--- src/rtl/little_digit_scanner.sv ---
// Text-window scanner: maps VGA coordinates to {char code, glyph column, glyph row} for the font ROM
// address map, then turns the returned ROM bit into an RGB pixel with sync/DE delayed to match.
module little_digit_scanner #(
    parameter int          TEXT_X0 = 16,
    parameter int          TEXT_Y0 = 32,
    parameter int          COLS    = 16,
    parameter int          LINES   = 4,
    parameter int          V_SCALE = 4,
    parameter logic [11:0] FG_RGB  = 12'hFFF,
    parameter logic [11:0] BG_RGB  = 12'h000
) (
    input  logic        clk,
    input  logic        rst,
    input  logic [10:0] hcount,
    input  logic [10:0] vcount,
    input  logic        de_in,
    input  logic        hs_in,
    input  logic        vs_in,
    input  logic        wr_en,
    input  logic [7:0]  wr_addr,
    input  logic [7:0]  wr_data,
    output logic [7:0]  data,
    output logic [10:0] col_all,
    output logic [2:0]  row_all,
    input  logic        rom_bit,
    output logic [11:0] rgb,
    output logic        de_out,
    output logic        hs_out,
    output logic        vs_out
);

    localparam int DEPTH  = COLS * LINES;
    localparam int IDX_W  = (DEPTH > 1) ? $clog2(DEPTH) : 1;
    localparam int CELL_H = 2 * V_SCALE;

    localparam logic [10:0] X_LO     = 11'(TEXT_X0);
    localparam logic [10:0] X_HI     = 11'(TEXT_X0 + 8 * COLS);
    localparam logic [10:0] Y_LO     = 11'(TEXT_Y0);
    localparam logic [10:0] Y_HI     = 11'(TEXT_Y0 + CELL_H * LINES);
    localparam logic [10:0] CELL_H_W = 11'(CELL_H);
    localparam logic [10:0] VSCALE_W = 11'(V_SCALE);
    localparam logic [10:0] COLS_W   = 11'(COLS);
    localparam logic [8:0]  DEPTH_W  = 9'(DEPTH);

    logic [7:0]  text_q [DEPTH];

    logic [7:0]  data_q, data_d;
    logic [10:0] col_q, col_d;
    logic        row_q, row_d;
    logic        win1_q, de1_q, hs1_q, vs1_q;
    logic [11:0] rgb_q, rgb_d;
    logic        de2_q, hs2_q, vs2_q;

    logic        in_win;
    logic        wr_ok;
    logic [10:0] dx, dy, line_idx, idx;
    logic        glyph_row;
    logic        unused_bits;

    // Window test is done on the raw coordinates, so anything left of / above the
    // window fails the lower-bound compare and never wraps into the buffer.
    always_comb begin
        in_win    = de_in && (hcount >= X_LO) && (hcount < X_HI)
                          && (vcount >= Y_LO) && (vcount < Y_HI);
        dx        = hcount - X_LO;
        dy        = vcount - Y_LO;
        line_idx  = dy / CELL_H_W;
        glyph_row = (dy % CELL_H_W) >= VSCALE_W;
        idx       = line_idx * COLS_W + (dx >> 3);
        wr_ok     = {1'b0, wr_addr} < DEPTH_W;

        data_d = 8'h20;
        col_d  = '0;
        row_d  = 1'b0;
        if (in_win) begin
            data_d = text_q[idx[IDX_W-1:0]];
            col_d  = dx;
            row_d  = glyph_row;
        end

        rgb_d = (win1_q && de1_q && rom_bit) ? FG_RGB : BG_RGB;
    end

    assign unused_bits = ^{idx[10:IDX_W]};

    // Buffer read in stage 1 sees the pre-edge contents, giving read-before-write.
    always_ff @(posedge clk) begin
        if (rst) begin
            for (int i = 0; i < DEPTH; i++) text_q[i] <= 8'h20;
            data_q <= '0;
            col_q  <= '0;
            row_q  <= 1'b0;
            win1_q <= 1'b0;
            de1_q  <= 1'b0;
            hs1_q  <= 1'b0;
            vs1_q  <= 1'b0;
            rgb_q  <= BG_RGB;
            de2_q  <= 1'b0;
            hs2_q  <= 1'b0;
            vs2_q  <= 1'b0;
        end else begin
            if (wr_en && wr_ok) text_q[wr_addr[IDX_W-1:0]] <= wr_data;
            data_q <= data_d;
            col_q  <= col_d;
            row_q  <= row_d;
            win1_q <= in_win;
            de1_q  <= de_in;
            hs1_q  <= hs_in;
            vs1_q  <= vs_in;
            rgb_q  <= rgb_d;
            de2_q  <= de1_q;
            hs2_q  <= hs1_q;
            vs2_q  <= vs1_q;
        end
    end

    assign data    = data_q;
    assign col_all = col_q;
    assign row_all = {2'b00, row_q};
    assign rgb     = rgb_q;
    assign de_out  = de2_q;
    assign hs_out  = hs2_q;
    assign vs_out  = vs2_q;

endmodule

--- config.mk ---
export PLATFORM = sky130hd
export DESIGN_NAME = little_digit_scanner
export DESIGN_NICKNAME = d
export VERILOG_FILES = /design/src/rtl/little_digit_scanner.sv
export SDC_FILE = /design/constraint.sdc
export NUM_CORES = 1
export LEC_CHECK = 0
export BUFFER_PORTS_ARGS = -buffer_cell sky130_fd_sc_hd__buf_2
export CAP_MARGIN = 20
export CELL_PAD_IN_SITES_DETAIL_PLACEMENT = 1
export CELL_PAD_IN_SITES_GLOBAL_PLACEMENT = 1
export CORE_AREA = 2 2 211 213
export DETAILED_ROUTE_END_ITERATION = 6
export DIE_AREA = 0 0 213 215
export PLACE_DENSITY_LB_ADDON = 0.1
export SYNTH_ARGS = -nofsm -noshare
export SYNTH_HDL_FRONTEND = slang
export SYNTH_SLANG_ARGS = --single-unit
--- constraint.sdc ---
create_clock -name clk -period 9.4 [get_ports clk]
set_input_delay 2.35 -clock clk [delete_from_list [all_inputs] [get_ports clk]]
set_output_delay 2.35 -clock clk [all_outputs]
set_load 0.02 [all_outputs]
==> flow_summary.json <==
{
  "fin_crit_ps": 5200,
  "cpMaxStageDelayCell": "nand2_1",
  "placed_area_um2": 25500,
  "post_drt_wl_per_cell_um": 27.1,
  "swShare": 0.227,
  "core_um2": 43600,
  "drive_gt1_frac": 0.219,
  "synth_seq_cells": 540,
  "clk_pin_slew_ps": 60,
  "grt_pass1_vias": 15000,
  "cts_hold_buffers": 0,
  "internal_power_mw": 4.25,
  "power-per-cell-area_nw_per_um2": 199,
  "cts_tree": "yes",
  "wl_um": 63600,
  "synth_area_leader_cell": "edfxtp_1",
  "grt_max_degree": 65,
  "rsz0062_at_grt": "false",
  "clock_power_share": 0.414,
  "path_class": "in2reg",
  "initial_utilization": 0.565,
  "clk_latency_ps": 610,
  "status": "complete, no violations",
  "synthMuxAreaShare": 0.131,
  "comb_power_share": 0.079,
  "cts_root_buf": "clkbuf_16",
  "syn2layout_area_growth_pct": 11.7,
  "ys_seq_area_frac": 0.647,
  "cts_setup_buffers": 0,
  "fp.dieW_um": 213,
  "ant_nets": 0,
  "synth_area_per_cell_um2": 15.0,
  "syn_inst": 1647,
  "period_share": 0.553,
  "finalSetupViolations": 0,
  "cts_sinks": 540,
  "hold_path.class": "reg2reg",
  "fp-row-count": 77,
  "dieArea_um2": 45800,
  "synth_xor_area_frac": 0.00269,
  "cts_buffer_depth": 3,
  "finalHoldViolCount": 0,
  "synth-simple-area-share": 0.158,
  "drt_pre_antenna_iters": 6,
  "design_area_um2": 27500,
  "diodes": 0,
  "worstPathRequired_ps": 9950,
  "startpoint_type": "input pin",
  "via_per_inst": 6.08,
  "tightest_slew_ps": 1080,
  "synth_compound_area_frac": 0.0299,
  "crit_arrival_ps": 5750,
  "final_max_slew_viol_count": 0,
  "ys_async_sr_fraction": 0,
  "yosys_most_used_dff": "edfxtp_1",
  "yosysTopAreaCellShare": 0.624,
  "tns_ps": 0,
  "synth_edf_count": 512,
  "netSwitchingPower_mw": 1.24,
  "leakagePower_nw": 9.58,
  "die_h_um": 215,
  "cts_max_level": 2,
  "num_vias": 14300,
  "synth_top_family_by_area": "simple AND/OR/NAND/NOR gates",
  "nets": 1759,
  "cp-end-kind": "register",
  "cts_buffers": 56,
  "synthAdderAreaFrac": 0.00152,
  "slowest_delay_ps": 610,
  "synth.most_common_cell": "edfxtp_1",
  "place_congestion": 0.777,
  "synthTopCellsByArea": "edfxtp_1, mux4_2, and2_1",
  "ys_top_cells_by_count": "edfxtp_1, and2_1, mux4_2, clkbuf_1, o21ai_0",
  "pwr-share-seq": 0.507,
  "grt_usage": 0.287,
  "drc": 0,
  "ir_worst_vdd_mv": 0.163,
  "cp_max_fo": 48,
  "ys_types": 42,
  "ioPinCount": 82,
  "antenna_found_initial": 0,
  "skew_ps": 13.9,
  "fmax_ghz": 0.192,
  "grt_pass1_wl_um": 95600,
  "ys_warn_count": 0,
  "drt_iter0_drc": 1486,
  "port_buffers": 77,
  "post_cts_resized": 0,
  "cp_cell_sequence": "buf_4 -> inv_1 -> ha_1 -> buf_4 -> inv_1 -> nand2_1 -> o22ai_1 -> o21ai_0 -> and4b_1",
  "slew_headroom": 0.272,
  "dp.final_hpwl_um": 40400,
  "grt_overflow": 0,
  "syn_area_um2": 24600,
  "drv_cap": 0
}
## critical path: cells and delay by family
kind / cells / cell delay [ps]
buffers and inverters: 4 / 1690
AND/OR/NAND/NOR: 2 / 830
AO/OA/AOI/OAI: 2 / 490
adder cells (fa/ha/maj): 1 / 330
## metrics by stage
step | std cells | power, mW | setup WS, ps | utilization | hold slack, ps
after floorplan | 1648 | 3.08 | 4700 | - | 414
after detailed placement | 2218 | 3.25 | 3660 | 0.584 | 440
after global placement | 2209 | 3.23 | 3730 | 0.583 | 426
final | 2349 | 5.49 | 4200 | 0.630 | 454
after CTS | 2322 | 5.51 | 4270 | 0.627 | 460
after global routing | 2349 | 5.63 | 4000 | 0.630 | 465
## final cells by class
cell class	count	area (um2)
Sequential cell	540	15900
Fill cell	3972	16100
Timing Repair Buffer	160	955
Clock inverter	33	343
Tap cell	592	741
Clock buffer	71	1530
Multi-Input combinational cell	948	7990
Inverter	5	18.8
## sequential cells by signal, indices dropped and copies added, names as in the netlist
register,cells
col_all,11
data,8
de1_q,1
de_out,1
hs1_q,1
hs_out,1
rgb,1
row_q,1
text_q,512
vs1_q,1
vs_out,1
win1_q,1
## power groups by stage
stage	clock network [mW]	logic (mW)	registers, mW
after floorplan	0	0.273	2.81
after global placement	0	0.409	2.82
after detailed placement	0	0.422	2.83
after CTS	2.30	0.427	2.78
after global routing	2.38	0.459	2.79
final	2.27	0.433	2.78
## path summary, 6_finish.rpt
check        slack, ps       to  cells after the start          start
max               4200  data[7]                      9      hcount[4]
min                450   hs_out                      1          hs1_q
max reg2reg       7250  data[7]                      4  text_q[60][7]
min reg2reg        450   hs_out                      1          hs1_q
## layer usage
metal | up-vias | track usage | wire length [um]
met5 | - | 0 | 0
met4 | 0 | 0.0911 | 1710
met3 | 106 | 0.0485 | 4780
met2 | 588 | 0.480 | 31900
met1 | 7349 | 0.385 | 25300
li1 | 6238 | - | -
## layout by cell type (no fill, tap or decap), types with 11 or more instances in the layout
cell / synthesis / routed
and2_1: 454 / 454
or3_1: 65 / 65
o21ai_0: 79 / 79
clkinv_2: 0 / 12
dfxtp_1: 28 / 28
buf_2: 13 / 104
buf_4: 16 / 50
clkbuf_16: 0 / 58
o22ai_1: 29 / 29
edfxtp_1: 512 / 512
clkinv_1: 0 / 11
mux2i_1: 17 / 17
nand2_1: 16 / 16
nor2_1: 78 / 78
mux4_2: 136 / 136
## cell families (layout without fill, tap and decap cells)
kind of cell             Yosys count  after routing
flip-flops                       540            540
adder cells (fa/ha/maj)            3              3
buffers and inverters            160            269
AO/OA/AOI/OAI                    131            131
other                              1              2
AND/OR/NAND/NOR                  653            653
multiplexers                     153            153
XOR/XNOR                           6              6
Power figures use the tool's default switching activity.
